$ cat src/rtl/mux_pkg.sv
// Shared helpers for the N-way select blocks.
// Select-width derivation used by the selector and the skid wrapper.
package mux_pkg;

    function automatic int sel_width(input int n);
        return (n > 1) ? $clog2(n) : 1;
    endfunction

endpackage

$ cat src/rtl/mux_n_sel.sv
// Combinational N-way lane select with range check.
// Out-of-range indices fall back to DEFAULT_SEL and raise err.
module mux_n_sel
    import mux_pkg::*;
#(
    parameter int DATA_W      = 16,
    parameter int N_IN        = 4,
    parameter int DEFAULT_SEL = 0,
    localparam int SEL_W      = sel_width(N_IN)
) (
    input  logic [N_IN*DATA_W-1:0] in_data,
    input  logic [SEL_W-1:0]       in_sel,
    output logic [DATA_W-1:0]      data,
    output logic [SEL_W-1:0]       sel_used,
    output logic                   err
);

    logic [31:0] w_idx;

    assign w_idx    = 32'(in_sel);
    assign err      = (w_idx >= 32'(N_IN));
    assign sel_used = err ? SEL_W'(DEFAULT_SEL) : in_sel;

    always_comb begin
        data = '0;
        for (int k = 0; k < N_IN; k++) begin
            if (sel_used == SEL_W'(k)) begin
                data = in_data[k*DATA_W +: DATA_W];
            end
        end
    end

endmodule

$ cat src/rtl/mux_n_skid.sv
// N-way lane select feeding a 2-entry skid buffer.
// in_ready is a flop, so no combinational path from out_ready.
module mux_n_skid
    import mux_pkg::*;
#(
    parameter int DATA_W      = 16,
    parameter int N_IN        = 4,
    parameter int DEFAULT_SEL = 0,
    localparam int SEL_W      = sel_width(N_IN)
) (
    input  logic                   clk,
    input  logic                   rst,
    input  logic [N_IN*DATA_W-1:0] in_data,
    input  logic [SEL_W-1:0]       in_sel,
    input  logic                   in_valid,
    output logic                   in_ready,
    input  logic                   flush,
    output logic [DATA_W-1:0]      out_data,
    output logic [SEL_W-1:0]       out_sel,
    output logic                   out_sel_err,
    output logic                   out_valid,
    input  logic                   out_ready
);

    typedef struct packed {
        logic [DATA_W-1:0] data;
        logic [SEL_W-1:0]  sel;
        logic              err;
    } entry_t;

    entry_t r_m;
    entry_t r_s;
    logic   r_m_vld;
    logic   r_s_vld;
    logic   r_in_ready;

    entry_t w_new;
    entry_t w_m_nxt;
    entry_t w_s_nxt;
    logic   w_m_vld_nxt;
    logic   w_s_vld_nxt;
    logic   w_acc;
    logic   w_emit;

    mux_n_sel #(
        .DATA_W      (DATA_W),
        .N_IN        (N_IN),
        .DEFAULT_SEL (DEFAULT_SEL)
    ) u_sel (
        .in_data  (in_data),
        .in_sel   (in_sel),
        .data     (w_new.data),
        .sel_used (w_new.sel),
        .err      (w_new.err)
    );

    assign w_acc  = in_valid && r_in_ready;
    assign w_emit = r_m_vld && out_ready;

    // S only ever fills while M is held, so S.valid implies M.valid
    always_comb begin
        w_m_nxt     = r_m;
        w_s_nxt     = r_s;
        w_m_vld_nxt = r_m_vld;
        w_s_vld_nxt = r_s_vld;
        if (flush) begin
            w_m_vld_nxt = 1'b0;
            w_s_vld_nxt = 1'b0;
        end else if (w_emit && r_s_vld) begin
            w_m_nxt     = r_s;
            w_s_vld_nxt = 1'b0;
        end else if (w_acc && (!r_m_vld || w_emit)) begin
            w_m_nxt     = w_new;
            w_m_vld_nxt = 1'b1;
        end else if (w_acc) begin
            w_s_nxt     = w_new;
            w_s_vld_nxt = 1'b1;
        end else if (w_emit) begin
            w_m_vld_nxt = 1'b0;
        end
    end

    always_ff @(posedge clk) begin
        if (rst) begin
            r_m        <= '0;
            r_s        <= '0;
            r_m_vld    <= 1'b0;
            r_s_vld    <= 1'b0;
            r_in_ready <= 1'b1;
        end else begin
            r_m        <= w_m_nxt;
            r_s        <= w_s_nxt;
            r_m_vld    <= w_m_vld_nxt;
            r_s_vld    <= w_s_vld_nxt;
            r_in_ready <= !w_s_vld_nxt;
        end
    end

    assign in_ready    = r_in_ready;
    assign out_valid   = r_m_vld;
    assign out_data    = r_m.data;
    assign out_sel     = r_m.sel;
    assign out_sel_err = r_m.err;

endmodule

$ cat config.mk
export PLATFORM = sky130hd
export DESIGN_NAME = mux_n_skid
export DESIGN_NICKNAME = d
export VERILOG_FILES = /design/src/rtl/mux_pkg.sv /design/src/rtl/mux_n_sel.sv /design/src/rtl/mux_n_skid.sv
export SDC_FILE = /design/constraint.sdc
export NUM_CORES = 1
export LEC_CHECK = 0
export CAP_MARGIN = 20
export CORE_ASPECT_RATIO = 1.2
export CORE_MARGIN = 2
export CORE_UTILIZATION = 47
export CTS_CLUSTER_SIZE = 28
export DETAILED_ROUTE_END_ITERATION = 10
export HOLD_SLACK_MARGIN = 0.12
export PLACE_DENSITY_LB_ADDON = 0.12
export REMOVE_ABC_BUFFERS = 1
export SKIP_CTS_REPAIR_TIMING = 1
export SYNTH_ARGS = -nofsm -noshare
export SYNTH_HDL_FRONTEND = slang
export SYNTH_HIERARCHICAL = 1
export SYNTH_SLANG_ARGS = --single-unit
$ cat constraint.sdc
create_clock -name clk -period 3.7 [get_ports clk]
set_input_delay 0.74 -clock clk [delete_from_list [all_inputs] [get_ports clk]]
set_output_delay 0.74 -clock clk [all_outputs]
set_load 0.005 [all_outputs]
Word level (Yosys, flattened, before mapping)
Cells that the tools add are included.
{ "classes": {"n_lt_le_gt_ge": 1, "n_eq_ne": 4, "n_mux": 14, "bitwise_logic": 3, "reduce_logical": 14} }
{ "op_table": {"columns": ["op", "n"], "rows": [
  ["16-bit 2-to-1 mux", 4],
  ["19-bit 2-to-1 mux", 2],
  ["1-bit 2-to-1 mux", 7],
  ["2-bit == test, second input constant", 2],
  ["1-bit logical AND", 4],
  ["4-bit AND reduction", 1],
  ["2-bit nonzero test", 2],
  ["2-bit by 3-bit >= comparator with 1-bit output, second input constant", 1],
  ["1-bit NOT", 3],
  ["3-bit AND reduction", 1],
  ["2-bit by 1-bit == test with 1-bit output, second input constant", 1],
  ["1-bit logical NOT", 2],
  ["2-bit logical NOT", 1],
  ["2-bit 2-to-1 mux", 1],
  ["2-bit by 1-bit inequality test with 1-bit output, second input constant", 1],
  ["2-bit AND reduction", 1],
  ["2-bit OR reduction", 1],
  ["1-bit logical OR", 1]
]} }
{ "totals": {"register_bits": 41, "out_inout_bits": 21, "word_cells": 45} }

Depth between registers and ports, before layout
{ "depth": {"word_depth": 9, "ltp_mapped": 5, "depth_no_buf": 3} }

Modules after synthesis
Netlist, hierarchy kept.
{ "modules_own_cells": {"columns": ["module", "n_inst", "cells_per_inst", "area_each_um2"], "rows": [
  ["mux_n_skid", 1, 190, 1825.5],
  ["mux_n_sel", 1, 24, 450.4]
]} }

Worst setup path before layout
OpenSTA, ideal clock, no wires.
{ "synth_timing": {"path_kind": "in2reg", "startpoint": "input in_sel[0]", "endpoint": "register r_m (netlist bit out_data[10])", "setup_ps": 146, "arrival_ps": 1740, "t_required_ps": 3554, "path_slack_ps": 1814, "path_stages": 5, "path_buffers": 2, "cell_sequence": "buf_6 -> buf_12 -> mux4_2 -> mux2i_1 -> a211oi_2"} }
{ "synth_rtl": {"columns": ["element", "line", "source"], "rows": [
  ["start: declaration", "mux_n_skid.sv:14", "input logic [SEL_W-1:0] in_sel,"],
  ["end signal: assignment", "mux_n_skid.sv:91", "r_m <= w_m_nxt;"],
  ["end: declaration", "mux_n_skid.sv:31", "entry_t r_m;"]
]} }

==> qor.yml <==
status: "completed"
rows: 27
postRouteAntennaNets: 0
rsz0062_at_grt: "false"
synth_area_mm2: 0.00228
place_congestion: 0.739
drive_gt1_share_pct: 11.4
finalHoldViolCount: 0
worstSetupStartpointType: "primary input"
clk_transition_reported_paths_ns: 0.08
max_cap_viol_count: 0
slew_headroom_pct: 35.6
synth-edff-count: 0
fin_crit_sh_pct: 69.3
dp_hpwl_um: 4160
vias: 2084
fp.coreArea_mm2: 0.00463
max_clock_freq_mhz: 390
die_h_um: 80.2
period_minus_slack_ns: 2.56
p_switching_mw: 0.250
grt_max_degree: 41
p_sw_share_pct: 25.0
io_pins: 92
nets: 360
finish.utilization_pct: 69.0
io_buffers: 91
wl_per_cell_um: 17.9
drtIter0Drc: 137
grt_util_all_layers_pct: 23.8
synth_ff_type: "dfxtp_1"
area_growth_pct: 40.4
drt-total-wl_um: 6210
final_cell_mix: "clkdlybuf4s50_1 (90), dfxtp_1 (41), nand3_1 (21)"
setup_viol: 0
drt-pass1-iter-count: 4
cts.sinks: 41
synthCells: 214
fill_cells: 375
synth.avg_cell_area_um2: 10.6
crit_buf_inv: 2
ir_worst_vdd_v: 0.000291
drt-vias-per-instance: 6.01
final_common_cell: "clkdlybuf4s50_1"
pwr-share-clk_pct: 29.7
pre_cts_ws_ns: 0.796
power_frac_comb_pct: 23.5
clk_latency_ns: 0.29
crit_required_ns: 3.84
grt_pass1_vias: 2116
slowest_delay_ns: 0.83
grt_antenna_before_repair: 0
pwr-share-seq_pct: 46.8
grt_pass1_wl_um: 9760
die_x_um: 67.5
initial_utilization_pct: 49.2
crit_fanout: 10
finalClockSkew_ns: 0.00435
seq_area_frac_synth_pct: 36.1
ys_seq_elements: 41
crit_slowest_cell: "clkdlybuf4s50_1"
tightestPinTransition_ns: 0.965
power_density_mw_per_mm2: 313
crit_arrival_ns: 2.70
cts_buffer_depth: 2
cts_root_buffer: "clkbuf_8"
htree_levels: 2
n_antenna_cell: 0
endpoint_kind: "flip-flop"
setup_ws_ns: 1.14
cts_tree: "built"
synth.distinct_cells: 26
ys_warn_count: 6
die_area_mm2: 0.00542
p_int_mw: 0.751
path_cells: "clkdlybuf4s50_1 -> buf_4 -> mux4_2 -> mux2i_1 -> a211oi_2"
final_max_slew_viol_count: 0
synthArstFlopShare_pct: 0
timing.setup.tns_ns: 0
cts_made_buffers: 5
overflow: 0
p_leak_nw: 1.21
hp-class: "flip-flop to flip-flop"
critical_path.top_delay_family: "buffers and inverters"
critPathKind: "primary input to flip-flop"
drc: 0
-- power groups by stage --
stage / Clock, mW / Combinational [mW] / Sequential, mW
after floorplan: 0 / 0.0923 / 0.479
after global placement: 0 / 0.231 / 0.479
after detailed placement: 0 / 0.235 / 0.479
after CTS: 0.300 / 0.236 / 0.469
after global routing: 0.315 / 0.253 / 0.471
final: 0.297 / 0.235 / 0.469
-- logic make-up after synthesis --
kind of cell           Yosys count  share of synthesized area [%]
DFF                             41                           36.1
muxes                           35                           25.2
buffers and inverters           29                           8.58
other                            1                          0.165
AOI/OAI and AO/OA               80                           23.3
and+or+nand+nor                 28                           6.71
-- flip-flops by register name, summed over array words and instances (netlist names) --
| signal | cells |
|---|---|
| out_sel_err | 1 |
| out_valid | 1 |
| r_s_vld | 1 |
| r_s | 19 |
| out_sel | 2 |
| out_data | 16 |
| in_ready | 1 |
-- cell type report --
type | instances | area (um^2) | area share (%)
Timing Repair Buffer | 95 | 948 | 29.7
Sequential cell | 41 | 821 | 25.7
Inverter | 2 | 7.51 | 0.235
Multi-Input combinational cell | 144 | 1260 | 39.4
Clock buffer | 7 | 86.3 | 2.70
Tap cell | 58 | 72.6 | 2.27
-- through the flow --
stage | instance area [um^2] | std cells | power, mW | hold slack [ns]
final | 3200 | 347 | 1.00 | 0.481
after global routing | 3200 | 347 | 1.04 | 0.501
after floorplan | 2090 | 187 | 0.571 | 0.447
after CTS | 3200 | 347 | 1.00 | 0.479
after detailed placement | 3110 | 340 | 0.715 | 0.468
after global placement | 3110 | 340 | 0.710 | 0.459
-- per-layer routing --
layer	track usage, %	share of wire, %
met5	0	0
met4	6.12	1.1
met1	26.9	40
met2	43.8	52
met3	5.60	7.0
-- worst paths after layout --
check	from	to	slack, ns	cells past startpoint
worst min-delay path	r_s[1]	r_s[1]	0.48	2
worst max-delay path	in_sel[0]	out_data[9]	1.14	5
worst min register to register	r_s[1]	r_s[1]	0.48	2
worst max register to register	out_valid	out_sel[1]	1.89	4
-- Yosys cell counts (all sizes together), types with 2 or more instances --
cell type | n | share of area (%)
nand2b | 2 | 0.55
inv | 2 | 0.33
and3 | 2 | 0.77
dfxtp | 41 | 36
nand3 | 21 | 4.6
clkbuf | 6 | 0.99
mux4 | 16 | 17
buf | 21 | 7.3
a21oi | 19 | 4.2
a31oi | 19 | 5.2
mux2i | 19 | 8.4
o21ai | 20 | 4.4
a211oi | 20 | 8.8
-- worst register-to-register path, stage by stage (launching register included) --
cell and delay [ns]:
dfxtp_1 0.46, nand3_1 0.52, buf_12 0.38, mux2i_1 0.14
a211oi_2 0.24
Note: power is estimated with default switching activity, not from simulation.
